### src/rtl/svc_soc_io_arb.sv
// Two-master arbiter for the SoC I/O register bus: one grant per cycle, registered
// downstream command, read data steered back to the master that issued the read.
module svc_soc_io_arb #(
    parameter int unsigned AW         = 32,
    parameter int unsigned DW         = 32,
    parameter int unsigned RD_LATENCY = 1,
    parameter bit          RR         = 1'b1
) (
    input  logic            clk,
    input  logic            rst,
    input  logic            m0_req,
    input  logic            m0_we,
    input  logic [AW-1:0]   m0_addr,
    input  logic [DW-1:0]   m0_wdata,
    input  logic [DW/8-1:0] m0_wstrb,
    output logic            m0_gnt,
    output logic            m0_rvalid,
    output logic [DW-1:0]   m0_rdata,
    input  logic            m1_req,
    input  logic            m1_we,
    input  logic [AW-1:0]   m1_addr,
    input  logic [DW-1:0]   m1_wdata,
    input  logic [DW/8-1:0] m1_wstrb,
    output logic            m1_gnt,
    output logic            m1_rvalid,
    output logic [DW-1:0]   m1_rdata,
    output logic            io_ren,
    output logic [AW-1:0]   io_raddr,
    input  logic [DW-1:0]   io_rdata,
    output logic            io_wen,
    output logic [AW-1:0]   io_waddr,
    output logic [DW-1:0]   io_wdata,
    output logic [DW/8-1:0] io_wstrb
);
    localparam int unsigned SW = DW / 8;
    localparam int unsigned CW = 4;

    typedef enum logic {IDLE, RD_WAIT} state_t;

    state_t         state_q;
    logic [CW-1:0]  cnt_q;
    logic           owner_q;
    logic           last_gnt_q;
    logic           io_ren_q;
    logic           io_wen_q;
    logic [AW-1:0]  io_raddr_q;
    logic [AW-1:0]  io_waddr_q;
    logic [DW-1:0]  io_wdata_q;
    logic [SW-1:0]  io_wstrb_q;

    logic           rd_done;
    logic           grant_ok;
    logic           pick1;
    logic           any_gnt;
    logic           win_we;
    logic [AW-1:0]  win_addr;
    logic [DW-1:0]  win_wdata;
    logic [SW-1:0]  win_wstrb;

    // Read data lands when the counter has run out; a new grant may go out that same cycle.
    assign rd_done  = (state_q == RD_WAIT) && (cnt_q == '0);
    assign grant_ok = !rst && ((state_q == IDLE) || rd_done);
    assign pick1    = m1_req && (!m0_req || (RR && !last_gnt_q));

    assign m0_gnt   = grant_ok && m0_req && !pick1;
    assign m1_gnt   = grant_ok && pick1;
    assign any_gnt  = m0_gnt || m1_gnt;

    assign win_we    = pick1 ? m1_we    : m0_we;
    assign win_addr  = pick1 ? m1_addr  : m0_addr;
    assign win_wdata = pick1 ? m1_wdata : m0_wdata;
    assign win_wstrb = pick1 ? m1_wstrb : m0_wstrb;

    always_ff @(posedge clk or posedge rst) begin
        if (rst) begin
            state_q    <= IDLE;
            cnt_q      <= '0;
            owner_q    <= 1'b0;
            last_gnt_q <= 1'b1;
            io_ren_q   <= 1'b0;
            io_wen_q   <= 1'b0;
            io_raddr_q <= '0;
            io_waddr_q <= '0;
            io_wdata_q <= '0;
            io_wstrb_q <= '0;
        end else begin
            io_ren_q <= 1'b0;
            io_wen_q <= 1'b0;
            if ((state_q == RD_WAIT) && !rd_done) begin
                cnt_q <= cnt_q - CW'(1);
            end
            if (rd_done) begin
                state_q <= IDLE;
            end
            if (any_gnt) begin
                last_gnt_q <= pick1;
                if (win_we) begin
                    io_wen_q   <= 1'b1;
                    io_waddr_q <= win_addr;
                    io_wdata_q <= win_wdata;
                    io_wstrb_q <= win_wstrb;
                end else begin
                    io_ren_q   <= 1'b1;
                    io_raddr_q <= win_addr;
                    state_q    <= RD_WAIT;
                    cnt_q      <= CW'(RD_LATENCY);
                    owner_q    <= pick1;
                end
            end
        end
    end

    assign io_ren   = io_ren_q;
    assign io_raddr = io_raddr_q;
    assign io_wen   = io_wen_q;
    assign io_waddr = io_waddr_q;
    assign io_wdata = io_wdata_q;
    assign io_wstrb = io_wstrb_q;

    assign m0_rvalid = rd_done && !owner_q;
    assign m1_rvalid = rd_done && owner_q;
    assign m0_rdata  = m0_rvalid ? io_rdata : '0;
    assign m1_rdata  = m1_rvalid ? io_rdata : '0;

    // Masters must hold a request until granted; the bus never carries read and write at once.
    a_m0_hold: assert property (@(posedge clk) disable iff (rst) (m0_req && !m0_gnt) |=> m0_req)
        else $error("m0_req dropped before grant");
    a_m1_hold: assert property (@(posedge clk) disable iff (rst) (m1_req && !m1_gnt) |=> m1_req)
        else $error("m1_req dropped before grant");
    a_rw_excl: assert property (@(posedge clk) disable iff (rst) !(io_ren && io_wen))
        else $error("io_ren and io_wen both high");
    a_gnt_one: assert property (@(posedge clk) disable iff (rst) !(m0_gnt && m1_gnt))
        else $error("both grants high");

endmodule

### config.mk
export PLATFORM = sky130hd
export DESIGN_NAME = svc_soc_io_arb
export DESIGN_NICKNAME = d
export VERILOG_FILES = /design/src/rtl/svc_soc_io_arb.sv
export SDC_FILE = /design/constraint.sdc
export NUM_CORES = 1
export LEC_CHECK = 0
export CORE_AREA = 2 2 132 134
export DETAILED_ROUTE_END_ITERATION = 12
export DIE_AREA = 0 0 134 136
export GPL_TIMING_DRIVEN = 1
export HOLD_SLACK_MARGIN = 0.03
export PLACE_DENSITY = 0.82
export SKIP_LAST_GASP = 1
export SYNTH_ARGS = -nofsm -noshare
export SYNTH_HDL_FRONTEND = slang
export SYNTH_SLANG_ARGS = --single-unit
### constraint.sdc
create_clock -name clk -period 10.6 [get_ports clk]
set_clock_uncertainty 0.15 [all_clocks]
set_input_delay 1.06 -clock clk [delete_from_list [all_inputs] [get_ports clk]]
set_output_delay 1.06 -clock clk [all_outputs]
set_load 0.02 [all_outputs]
* Yosys cells after proc, flatten, opt, wreduce, memory -nomap -nowiden
Cells that the tools add are included.
** Operators by class
- $add $sub $neg :: 1
- Mux-type cells :: 16
- Bitwise operators :: 2
- Reductions and logical operators :: 21
** Operators by type and width (count)
- $mux 32 :: 4
- $mux 4 :: 4
- $logic_and 1x1->1 :: 9
- $mux 1 :: 8
- $logic_not 1->1 :: 6
- $logic_not 4->1 :: 1
- $reduce_and 2->1 :: 2
- $sub 4x1->4 const B :: 1
- $logic_or 1x1->1 :: 3
- $not 1->1 :: 2
** Word-level totals
- Register bits :: 109
- Bits of input ports :: 174
- Output and inout bits :: 170
- Logic and storage cells :: 50

* Logic depth before layout (Yosys ltp)
- Word-level depth :: 8
- Depth in mapped cells :: 8
- Gate-level depth less buffers :: 6

* Worst setup path after synthesis
Ideal clock, no wire load.
- Kind :: in2out
- Start point :: in m1_req
- End point :: out m0_gnt
- Arrival :: 1.909 ns
- Required time :: 9.390 ns
- Slack :: 7.481 ns
- Stages :: 3
- Cells stage by stage :: a21boi_1 clkbuf_1 nor2_1
** Between the ends
- Cells in the longest elaborated chain, start to end :: 3
** Ends and longest elaborated chain
- start: declaration :: line 19 : input logic m1_req,
- $logic_and 1x1->1 :: line 63 : assign pick1 = m1_req && (!m0_req || (RR && !last_gnt_q));
- $logic_not 1->1 :: line 65 : assign m0_gnt = grant_ok && m0_req && !pick1;
- $logic_and 1x1->1 :: line 65
- end: declaration :: line 16 : output logic m0_gnt,
No other way between the ends.

* Worst setup path in the final report
- Start point :: in m0_req
- End point :: out m0_gnt
** Between the ends
- Cells in the longest elaborated chain, start to end :: 5
** Ends and longest elaborated chain
- start: declaration :: line 11 : input logic m0_req,
- $logic_not 1->1 :: line 63
- $logic_or 1x1->1 :: line 63
- $logic_and 1x1->1 :: line 63
- $logic_not 1->1 :: line 65
- $logic_and 1x1->1 * :: line 65
Mark *: on every way between the ends. The rest lies on a longest branch, timed or not.

==> impl_metrics.json <==
{
  "gp_congestion": 0.778,
  "rsz0062_at_grt": "no",
  "worstPathArrival_ns": 3.03,
  "p_comb_share_pct": 54.4,
  "crit_required_ns": 9.39,
  "post-route-period-util_pct": 40.0,
  "netlist_top_cells_count": "nand2_1, dfrtp_1, mux2_2",
  "setup_violations": 0,
  "clk_transition_reported_paths_ns": 0.08,
  "p_sw_uw": 901,
  "sequentialPowerShare_pct": 31.3,
  "multi_input_area_um2": 2640,
  "synth_cell_types": 37,
  "status": "finished, final reports clean",
  "dp.cells": 1095,
  "grt_max_degree": 72,
  "internal_power_uw": 1460,
  "clk_path_buf_depth": 2,
  "layout.cells.non_filler": 1112,
  "setup_tns_ns": 0,
  "firstDrtPassIters": 5,
  "max_cap_viol_count": 0,
  "cellPowerDensity_nw_per_um2": 250,
  "cts_resized": 0,
  "grt_pass1_wl_mm": 27.8,
  "async_reset_ff_share_pct": 100,
  "die_y_um": 136,
  "dieWidth_um": 134,
  "portBuffers": 343,
  "seq_area_um2": 2730,
  "drtIter0Drc": 127,
  "fillers": 1464,
  "vdd_ir_drop_max_v": 0.000142,
  "relSlewSlack_pct": 30.4,
  "syn_to_final_growth_pct": 70.1,
  "synth_area_um2": 5560,
  "ant_nets": 0,
  "die-area_um2": 18200,
  "htreeDepth": 3,
  "yosys.area.top_type": "dfrtp_1",
  "ys_warn_count": 0,
  "synth-main-ff-cell": "dfrtp_1",
  "cts_tree": "done",
  "synth_cells": 553,
  "synth.avg_cell_area_um2": 10.0,
  "fin_crit_ns": 4.24,
  "hold_viol": 0,
  "yosys-top-cells-area": "dfrtp_1, mux2_2, nand2_1",
  "grt_pass1_vias": 5181,
  "dpl.hpwl_mm": 13.6,
  "clockPowerShare_pct": 14.4,
  "clock_latency_ns": 0.34,
  "layout.nets": 1056,
  "fp.coreArea_um2": 16900,
  "wl_mm": 17.9,
  "critical_path_peak_fanout": 71,
  "final_util_pct": 56.0,
  "fin_area_um2": 9450,
  "preCtsSetupSlack_ns": 6.34,
  "r2r_slack_ns": 7.67,
  "finalWorstSetupSlack_ns": 6.36,
  "antenna_found_initial": 2,
  "grt_util_all_layers_pct": 19.6,
  "layout-drive-gt1-share_pct": 15.1,
  "p_leak_uw": 0.00415,
  "grt_remaining_overflow": 0,
  "io_pins": 344,
  "tightest_slew_ns": 1.04,
  "drc_errors": 0,
  "swShare_pct": 38.2,
  "via_per_inst": 4.56,
  "synth_top_area_share_pct": 48.6,
  "synth_enable_flop_cells": 0,
  "synth.yosys.seq_area_share_pct": 49.1,
  "synth_nets": 728,
  "end_kind": "output pin",
  "rows": 48,
  "tritoncts.num_buffers": 9,
  "postCtsSetupBuffers": 0,
  "dpl_cell_area_um2": 9150,
  "start_util_pct": 32.9,
  "slew_viol_final": 0,
  "hold_path.class": "register to register",
  "synth_seq_cells": 109,
  "yosysMostFrequentCell": "nand2_1",
  "cts_hold_buf": 0,
  "root_buffer": "clkbuf_16",
  "path_class": "input port to output pin",
  "critPathLaunchType": "input port",
  "via_count": 5066,
  "max_freq_ghz": 0.236,
  "wl_per_cell_um": 16.1,
  "cts.sinks": 109
}
-- kinds of logic after synthesis --
logic type / after synthesis / share of synthesized area (%)
compound gates: 15 / 2.03
flops: 109 / 49.1
buf+inv: 38 / 3.87
simple gates: 289 / 23.7
fa+ha+maj: 1 / 0.225
mux: 101 / 21.0
-- critical path, stage by stage --
cell and delay [ns]:
clkdlybuf4s50_1 0.51, a21boi_4 0.16, buf_4 0.60, nor2_1 0.11
clkdlybuf4s50_1 0.58
-- metrics by stage --
stage / hold slack [ns] / power, uW
finish: 0.358 / 2360
global route: 0.378 / 2500
CTS: 0.363 / 2390
detailed placement: 0.345 / 2040
global placement: 0.329 / 2020
floorplan: 0.358 / 1420
-- placed cells by master (no fill, tap or decap), types with 2 or more instances in the layout --
master           synthesis  final
and2_1                  64     64
buf_4                    5      6
clkbuf_16                0      9
clkdlybuf4s50_1          0    343
dfrtp_1                108    108
inv_1                    6      5
inv_6                    0      4
inv_8                    0      2
mux2_2                  92     92
mux2_4                   8      8
nand2_1                209    209
nor2_1                   4      4
nor2_4                   2      2
o21ai_0                  5      5
-- registers in the layout, summed over array words and instances (netlist names) --
| register | count |
|---|---|
| io_raddr | 32 |
| io_waddr | 32 |
| io_wdata | 32 |
| cnt_q | 4 |
| io_wstrb | 4 |
| io_ren | 1 |
| io_wen | 1 |
| last_gnt_q | 1 |
| owner_q | 1 |
| state_q | 1 |
-- power by group through the flow --
stage / clock (uW) / sequential (uW) / combinational [uW]
finish: 339 / 738 / 1280
global route: 371 / 768 / 1360
CTS: 351 / 740 / 1300
detailed placement: 0 / 745 / 1300
global placement: 0 / 736 / 1280
floorplan: 0 / 964 / 452
-- worst paths after layout --
check / start / depth (start not counted) / endpoint
min in group asynchronous: rst / 2 / io_wdata[19]
setup / recovery: m0_req / 5 / m0_gnt
setup reg to reg: last_gnt_q / 6 / io_waddr[31]
hold reg to reg: io_raddr[29] / 1 / io_raddr[29]
max in group asynchronous: rst / 3 / cnt_q[3]
hold / removal: io_raddr[29] / 1 / io_raddr[29]
-- area by class of cell --
class / count / area share (%)
Timing Repair Buffer: 349 / 36.8
Antenna cell: 1 / 0.0265
Clock buffer: 9 / 2.38
Inverter: 6 / 0.265
Clock inverter: 7 / 0.781
Multi-Input combinational cell: 406 / 27.9
Tap cell: 225 / 2.98
Sequential cell: 109 / 28.9
-- per-layer routing --
metal	track usage (%)	part of all wire, %	wire, um	vias up
li1	-	-	-	2443
met3	7.23	9.4	1690	27
met5	0	0.062	11	-
met1	20.6	37	6590	2370
met2	35.6	51	9070	224
met4	7.68	2.9	519	2
No activity file was read; power rests on OpenSTA's default activity.
